===== config.mk =====
export PLATFORM = sky130hd
export DESIGN_NAME = mood_update_scheduler
export DESIGN_NICKNAME = d
export VERILOG_FILES = /design/src/rtl/mood_update_scheduler.sv
export SDC_FILE = /design/constraint.sdc
export NUM_CORES = 1
export LEC_CHECK = 0
export ABC_AREA = 0
export CORE_MARGIN = 2
export CORE_UTILIZATION = 30
export DETAILED_ROUTE_END_ITERATION = 6
export HOLD_SLACK_MARGIN = 0.03
export MAX_ROUTING_LAYER = met4
export PLACE_DENSITY = 0.51
export RECOVER_POWER = 100
export REMOVE_ABC_BUFFERS = 1
export SLEW_MARGIN = 15
export SYNTH_ARGS = -nofsm -noshare
export SYNTH_HDL_FRONTEND = slang
export SYNTH_SLANG_ARGS = --single-unit

===== constraint.sdc =====
create_clock -name clk -period 2.7 [get_ports clk]
set_clock_uncertainty 0.1 [all_clocks]
set_input_delay 0.27 -clock clk [delete_from_list [all_inputs] [get_ports clk]]
set_output_delay 0.27 -clock clk [all_outputs]
set_load 0.05 [all_outputs]

===== src/rtl/mood_update_scheduler.sv =====
// mood_update_scheduler: time-multiplexes one saturating inc/dec unit over the energy, stress and pleasure counters
// Ports:
//   clk, rst            system clock, synchronous active-high reset
//   tick                one-cycle heartbeat; starts a sequence and captures inc/dec
//   inc, dec            per-channel requests (bit0 energy, bit1 stress, bit2 pleasure)
//   load                loads SET_VAL into all counters and aborts any sequence
//   energy, stress,
//   pleasure            counter values
//   busy, done          sequence in progress / one-cycle completion pulse
//   overrun             sticky: a tick arrived mid-sequence and was dropped
//   dead                energy is zero
//   overrun_cnt         saturating dropped-tick count (only with MOOD_SCHED_OVERRUN_CNT_EN)
module mood_update_scheduler #(
  parameter int N       = 7,
  parameter int SET_VAL = 64,
  parameter int DEF_E   = 96,
  parameter int DEF_S   = 0,
  parameter int DEF_P   = 64
) (
  input  logic         clk,
  input  logic         rst,
  input  logic         tick,
  input  logic [2:0]   inc,
  input  logic [2:0]   dec,
  input  logic         load,
  output logic [N-1:0] energy,
  output logic [N-1:0] stress,
  output logic [N-1:0] pleasure,
  output logic         busy,
  output logic         done,
  output logic         overrun,
`ifdef MOOD_SCHED_OVERRUN_CNT_EN
  output logic [7:0]   overrun_cnt,
`endif
  output logic         dead
);
  typedef enum logic [2:0] {IDLE, UPD0, UPD1, UPD2, FIN} state_t;
  localparam logic [N-1:0] MAX = '1;
  state_t state, state_nxt;
  logic [2:0] req_inc, req_dec;
  logic [N-1:0] cur, nxt_val;
  logic [1:0] idx;
  logic accept, drop, ri, rd;
  // A tick is taken in IDLE or in the final cycle, so back-to-back sequences lose no cycle.
  assign accept = tick && !load && (state == IDLE || state == FIN);
  assign drop   = tick && !load && (state == UPD0 || state == UPD1 || state == UPD2);
  always_ff @(posedge clk)
    if (rst) state <= IDLE;
    else     state <= state_nxt;
  always_comb begin
    state_nxt = load           ? IDLE :
                state == UPD0  ? UPD1 :
                state == UPD1  ? UPD2 :
                state == UPD2  ? FIN  :
                accept         ? UPD0 : IDLE;
  end
  always_comb begin
    busy = state != IDLE;
    done = state == FIN;
  end
  assign dead = energy == '0;
  always_comb begin
    idx     = state == UPD0 ? 2'd0 : state == UPD1 ? 2'd1 : 2'd2;
    cur     = state == UPD0 ? energy : state == UPD1 ? stress : pleasure;
    ri      = req_inc[idx];
    rd      = req_dec[idx];
    nxt_val = (ri && !rd && cur != MAX) ? cur + N'(1) :
              (rd && !ri && cur != '0)  ? cur - N'(1) : cur;
  end
  always_ff @(posedge clk)
    if (rst) begin
      energy   <= N'(DEF_E);
      stress   <= N'(DEF_S);
      pleasure <= N'(DEF_P);
      req_inc  <= '0;
      req_dec  <= '0;
      overrun  <= 1'b0;
    end else if (load) begin
      energy   <= N'(SET_VAL);
      stress   <= N'(SET_VAL);
      pleasure <= N'(SET_VAL);
      req_inc  <= '0;
      req_dec  <= '0;
    end else begin
      if (accept) begin
        req_inc <= inc;
        req_dec <= dec;
      end
      if (state == UPD0) energy <= nxt_val;
      if (state == UPD1) stress <= nxt_val;
      if (state == UPD2) pleasure <= nxt_val;
      if (drop) overrun <= 1'b1;
    end
`ifdef MOOD_SCHED_OVERRUN_CNT_EN
  always_ff @(posedge clk)
    if (rst) overrun_cnt <= '0;
    else if (drop && overrun_cnt != 8'hff) overrun_cnt <= overrun_cnt + 8'd1;
`endif
endmodule


==> impl_results.md, run 1 <==
* Synth warn at 0
* Pre-CTS setup slack at 0.06139 ns
* Worst-case clock buffer depth at 2
* Seq/Total Area, Yosys at 0.3102
* Die H at 85.67 um
* Core area at 6386 um2
* CP Class: reg2reg
* Initial core utilization at 0.3133
* Peak VDD IR at 210.1 uV
* Worst Path Max Fanout at 17
* Worst-Margin Slew at 0.5921 ns
* Hold Fails Final Rpt at 0
* Area grow syn2layout at 32.77%
* DRT Wirelength at 6549 um
* RR Endpoint: pleasure[1]$_SDFFE_PP0P_
* CTS tree: yes
* Post-route ant nets at 0
* Initial DRC Count at 92
* Hold worst-path end: overrun$_SDFFE_PP0P_
* Combinational share of power at 0.177
* Crit-path slowest cell: or3b_4
* Clock transition at the registers of the reported paths at 0.07 ns
* Core Util, Final at 0.4159
* Pre-Repair DR Iteration Count at 4
* R2r setup slk at 0.11 ns
* Nets@finish at 305
* Tmin final at 2.590 ns
* Placed insts at 362
* Seq pwr share at 0.467
* # DRC at 0
* Hold_ws at 0.3618 ns
* Worst path buffer plus inverter count at 1
* Post-synthesis cell count at 243
* Die width at 85.67 um
* Status: finished, final reports clean
* Num rows at 29
* Initial antenna violation count at 0
* Clock sink count at 31
* Arrival @ worst endpoint at 2.68 ns
* Synth top area share at 0.3102
* Slew Viols, Final at 0
* Hold_buf cts at 0
* Clk Latency, worst-skew pair at 0.28 ns
* Setup crit start kind: register
* Final setup fails at 0
* Overall Global Routing Usage at 0.1857
* Fmax at 0.3861 GHz
* Leakage power at 1.120 nW
* Final std cells w/o fill at 370
* Netlist cell types at 54
* Setup TNS after final layout at 0 ns
* # H-tree levels at 2
* Setup Buffers After CTS at 0
* Synth area leaders: dfxtp_1 (31%), o21ai_0 (5.5%), nor3_1 (4.8%)
* DR vias at 2132
* Top delay family on crit path: simple AND/OR/NAND/NOR gates
* CP Cell Sequence: or3b_4, buf_4, o221ai_1, and4_1, a21oi_2, mux2_2, o32ai_2
* Synth Area per Inst at 8.233 um2
* WL/cell at 17.70 um
* Clock share of power at 0.355
* I/O Buffers at 34
* Io pins at 35
* Req. time, crit path at 2.79 ns
* Hold Path Class: reg2reg
* EDFF count, synth at 0
* Worst path max stage delay at 0.41 ns
* Largest net degree at the start of global routing at 18
* Cell area after layout at 2656 um2
* Min-delay src: overrun$_SDFFE_PP0P_
* Asr flop ratio synth at 0
* Remaining global-route overflow at 0
* Worst R2R Start: state[1]$_SDFF_PP0_
* Diode count at 0
* Depth of the worst register-to-register path at 7
* Global-route wire length before repair at 10440 um
* Critical Path Stages at 7
* Final worst-path cycle share at 0.9593
* Max_cap viols at 0
* Synth Register Bits at 31
* Max transition margin at 0.6070
* FILL cells at 656
* Placement-stage cell area at 2549 um2
* Total power at 1.007 mW
* Full die area at 7338 um2
* Synth area leader: dfxtp_1
* Vias/cell at 5.762
* Layout cells sized above 1 at 0.1980
* Pint at 0.7179 mW
* CTS Buf Count at 5
* Root Buffer: clkbuf_8
* Setup crit end kind: register
* Setup ws final at 0.1100 ns
* Pwr Density at 379.2 nW/um2
* DP HPWL at 4739 um
* Gpl congestion at 0.8837
* Sw power at 0.2893 mW
* Net Sw Frac at 0.2872
* Vias in the first global route at 2006
* Ys flop type: dfxtp_1
* Synthesized cell area at 2001 um2
* Hold depth at 2
==> Yosys cell counts, types with 5 or more instances <==
cell type  instances
nand4_1            5
a21oi_1            7
dfxtp_1           31
o21ai_0           22
nor2b_1            9
a211oi_1           9
nor3_1            19
nor4_1             8
o221ai_1           7
nand2_1            8
o211a_1            6
o221a_2            6
buf_2              5
clkbuf_1          11
and2_1             5
mux2i_1            6
nor2_1            22
==> worst min-delay path: stages (launching register included) <==
cell	delay, ns
dfxtp_1	0.32
a31oi_1	0.04
nor2_1	0.07
==> state kept, by name, indices dropped and copies added (netlist names) <==
| register | cells |
|---|---|
| energy | 7 |
| pleasure | 7 |
| stress | 7 |
| req_dec | 3 |
| req_inc | 3 |
| state | 3 |
| overrun | 1 |
==> kinds of logic (layout without fill, tap and decap cells) <==
family,Yosys count,count (layout),share of synthesized area
simple gates,96,96,0.2695
flops,31,31,0.3102
fa+ha+maj,3,3,0.01876
mux,7,7,0.03565
buf+inv,23,73,0.05002
compound gates,83,83,0.3158
==> power by group through the flow <==
| stage | clock network (mW) | registers (mW) | logic, mW |
|---|---|---|---|
| global placement | 0 | 0.481 | 0.177 |
| global route | 0.393 | 0.472 | 0.192 |
| CTS | 0.372 | 0.471 | 0.177 |
| finish | 0.358 | 0.471 | 0.179 |
| detailed placement | 0 | 0.481 | 0.176 |
| floorplan | 0 | 0.496 | 0.0887 |
==> what timing repair did <==
action	in CTS	in global routing
gates resized for setup	0	8
hold endpoints to repair	0	0
setup endpoints to repair	0	12
==> layout by cell type, fill, tap and decap left out, drive strengths merged, types with 2 or more instances in the layout <==
master         count
a2111oi            3
a211oi            12
a21o               2
a21oi              8
a31oi              3
and2               6
and3               4
and4               2
buf               24
clkbuf            10
clkdlybuf4s50      9
dfxtp             31
dlygate4sd3       24
ha                 3
inv                5
mux2i              6
nand2              8
nand3b             2
nand4              5
nor2              24
nor2b              9
nor3              19
nor4               8
o211a              6
o21ai             25
o221a              7
o221ai             7
o41ai              2
or3                2
==> worst max path at each step <==
stage	from	to	slack, ns
after floorplan	state[1]$_SDFF_PP0_	pleasure[2]$_SDFFE_PP0P_	-0.32
after global placement	state[2]$_SDFF_PP0_	pleasure[2]$_SDFFE_PP0P_	0.07
after detailed placement	state[1]$_SDFF_PP0_	pleasure[2]$_SDFFE_PP0P_	0.06
after CTS	state[1]$_SDFF_PP0_	pleasure[2]$_SDFFE_PP0P_	0.06
after global routing	state[1]$_SDFF_PP0_	pleasure[1]$_SDFFE_PP0P_	-0.03
final	state[1]$_SDFF_PP0_	pleasure[1]$_SDFFE_PP0P_	0.11
==> layer usage <==
| metal | vias up | global-route usage | share of wire |
|---|---|---|---|
| met2 | 46 | 0.2813 | 0.46 |
| met3 | 6 | 0.03465 | 0.044 |
| met1 | 1031 | 0.2510 | 0.48 |
| met5 | - | - | 0 |
| met4 | 0 | 0.05772 | 0.013 |
| li1 | 1049 | - | - |
==> layout make-up <==
class | count | area, um2 | area share
multi-input cells | 189 | 1310 | 0.4932
flip-flops and latches | 31 | 623.1 | 0.2346
repair buffers | 60 | 526.8 | 0.1983
well taps | 77 | 96.34 | 0.03627
clock buffers | 7 | 76.32 | 0.02873
inverters | 5 | 18.77 | 0.007065
clock inverters | 1 | 5.005 | 0.001884
Power figures use the tool's default switching activity.
==> run 2: changes to the inputs <==
CAP_MARGIN = 20   (was unset)
CTS_CLUSTER_SIZE = 30   (was unset)
DONT_BUFFER_PORTS = 1   (was unset)
PLACE_DENSITY = 0.44   (was 0.51)
==> impl_results.md, run 2 (synthesized netlist as in run 1, its figures left out) <==
* Final worst-path cycle share at 0.9529 (was 0.9593)
* Max_cap viols at 0 (unchanged)
* Remaining global-route overflow at 0 (unchanged)
* Die H at 85.67 um (unchanged)
* Min-delay src: inc[0] (was overrun$_SDFFE_PP0P_)
* Clk Latency, worst-skew pair at 0.28 ns (about the same)
* Vias in the first global route at 1934 (was 2006)
* CTS Buf Count at 5 (unchanged)
* Reg area at 623.1 um2 (unchanged)
* Worst R2R Start: pleasure[4]$_SDFFE_PP0P_ (was state[1]$_SDFF_PP0_)
* Core area at 6386 um2 (unchanged)
* Core Util, Final at 0.3791 (was 0.4159)
* Clock transition at the registers of the reported paths at 0.07 ns (about the same)
* Max transition margin at 0.4890 (was 0.6070)
* Final std cells w/o fill at 358 (was 370)
* Total power at 0.9861 mW (was 1.007 mW)
* Footprint of the multi-input gates at 1314 um2 (was 1310 um2)
* Full die area at 7338 um2 (unchanged)
* Cell area after layout at 2421 um2 (was 2656 um2)
* Diode count at 0 (unchanged)
* Largest regs: energy (7), pleasure (7), stress (7) (unchanged)
* Worst path max stage delay at 0.57 ns (was 0.41 ns)
* Die width at 85.67 um (unchanged)
* Worst Path Max Fanout at 4 (was 17)
* Slew Viols, Final at 0 (unchanged)
* CTS tree: yes (unchanged)
* Gpl congestion at 0.8986 (was 0.8837)
* DRT Wirelength at 6610 um (was 6549 um)
* Layout cells sized above 1 at 0.2171 (was 0.1980)
* Setup crit end kind: register (unchanged)
* Area grow syn2layout at 21.01% (was 32.77%)
* Largest net degree at the start of global routing at 18 (unchanged)
* Fmax at 0.3887 GHz (was 0.3861 GHz)
* Commonest cells after routing, fill and taps aside: dfxtp_1 (29), clkbuf_1 (22), nor2_1 (21), o21ai_0 (21), buf_4 (20) (was dfxtp_1 (29), dlygate4sd3_1 (24), buf_4 (24))
* Pwr Density at 407.3 nW/um2 (was 379.2 nW/um2)
* Num rows at 29 (unchanged)
* Pre-Repair DR Iteration Count at 4 (unchanged)
* Crit-path slowest cell: clkbuf_1 (was or3b_4)
* RR Endpoint: pleasure[1]$_SDFFE_PP0P_ (unchanged)
* CP Cell Sequence: clkbuf_1, o221ai_1, and4_2, a21oi_2, mux2_2, o32ai_1 (was or3b_4, buf_4, o221ai_1, and4_1, a21oi_2, mux2_2, o32ai_2)
* DR vias at 2042 (was 2132)
* Root Buffer: clkbuf_8 (unchanged)
* # H-tree levels at 2 (unchanged)
* Commonest non-fill, non-tap cell in the layout: dfxtp_1 (unchanged)
* Placed insts at 349 (was 362)
* Hold Fails Final Rpt at 0 (unchanged)
* Vias/cell at 5.704 (was 5.762)
* Final setup fails at 0 (unchanged)
* Hold depth at 2 (unchanged)
* Arrival @ worst endpoint at 2.66 ns (was 2.68 ns)
* Nets@finish at 293 (was 305)
* Placement-stage cell area at 2375 um2 (was 2549 um2)
* Initial DRC Count at 99 (was 92)
* Req. time, crit path at 2.79 ns (about the same)
* Status: finished, final reports clean (unchanged)
* Tmin final at 2.573 ns (was 2.590 ns)
* WL/cell at 18.46 um (was 17.70 um)
* Worst-Margin Slew at 0.7665 ns (was 0.5921 ns)
* FILL cells at 685 (was 656)
* Post-route ant nets at 0 (unchanged)
* Initial antenna violation count at 0 (unchanged)
* Setup crit start kind: register (unchanged)
* Clock sink count at 31 (unchanged)
* Worst-case clock buffer depth at 2 (unchanged)
* R2r setup slk at 0.13 ns (was 0.11 ns)
* I/O Buffers at 0 (was 34)
* DP HPWL at 5058 um (was 4739 um)
* Peak VDD IR at 246.1 uV (was 210.1 uV)
* Global-route wire length before repair at 10650 um (was 10440 um)
* Leakage power at 0.9528 nW (was 1.120 nW)
* Hold worst-path end: req_inc[0]$_SDFFE_PP0P_ (was overrun$_SDFFE_PP0P_)
* # DRC at 0 (unchanged)
* Setup Buffers After CTS at 0 (unchanged)
* Initial core utilization at 0.3133 (unchanged)
* Hold Path Class: in2reg (was reg2reg)
* CP Class: reg2reg (unchanged)
* Overall Global Routing Usage at 0.1924 (was 0.1857)
* Depth of the worst register-to-register path at 6 (was 7)
* Io pins at 35 (unchanged)
==> run 2: cell types whose count changed in the layout (fill, tap and decap cells not counted), sizes merged <==
cell           delta
dlygate4sd3      -23
clkbuf           +21
clkdlybuf4s50     -9
buf               -1
==> run 2: layer usage <==
metal  vias up  routed length, um  GRT usage  part of all wire
met5         -                  0          -                 0
met4         0                 29    0.05339            0.0044
met3         4                304    0.04235             0.046
met2        41               2971     0.2820              0.45
met1       962               3304     0.2663              0.50
li1       1035                  -          -                 -
==> run 2: per-stage QoR <==
stage	worst slack [ns]	setup TNS [ns]	hold WS (ns)
finish	0.1271	0	0.03566
global route	-0.003369	-0.003369	0.04023
CTS	0.05578	0	0.03343
detailed placement	-0.01043	-0.01043	0.2454
global placement	0.02179	0	0.2444
floorplan	-0.3171	-3.131	0.2421
==> run 2: layout make-up <==
type                    count  share of cell area
clock buffers               7             0.03152
well taps                  77             0.03979
repair buffers             48              0.1189
clock inverters             1            0.002067
inverters                   5            0.007752
multi-input cells         189              0.5426
flip-flops and latches     31              0.2574
==> run 2: critical path, delay by kind of cell, from the launching register on <==
family          cells  cell delay (ns)
flops               1             0.35
mux                 1             0.38
simple gates        1             0.33
buf+inv             1             0.57
compound gates      3             0.75
==> run 2: report_power, final <==
| part | switching (mW) | leakage [nW] | internal, mW |
|---|---|---|---|
| clock | 0.175 | 0.0422 | 0.181 |
| combinational | 0.102 | 0.659 | 0.0571 |
| sequential | 0.00654 | 0.252 | 0.464 |
==> run 2: worst max-delay path by stage <==
stage	startpoint	endpoint	slack (ns)	cells after the start
CTS	state[1]$_SDFF_PP0_	energy[6]$_SDFFE_PP1P_	0.06	10
global placement	state[1]$_SDFF_PP0_	energy[6]$_SDFFE_PP1P_	0.02	9
floorplan	state[1]$_SDFF_PP0_	pleasure[2]$_SDFFE_PP0P_	-0.32	9
detailed placement	state[1]$_SDFF_PP0_	energy[6]$_SDFFE_PP1P_	-0.01	9
global route	state[0]$_SDFF_PP0_	energy[2]$_SDFFE_PP0P_	-0.003	7
finish	pleasure[4]$_SDFFE_PP0P_	pleasure[1]$_SDFFE_PP0P_	0.13	6
==> run 2: what timing repair did <==
item / CTS / global route
endpoints found under the setup margin: 2 / 20
hold endpoints to repair: 3 / 0
gates cloned: 0 / 0
gates resized for setup: 1 / 12
pin swaps: 0 / 1
hold buffers: 1 / 0
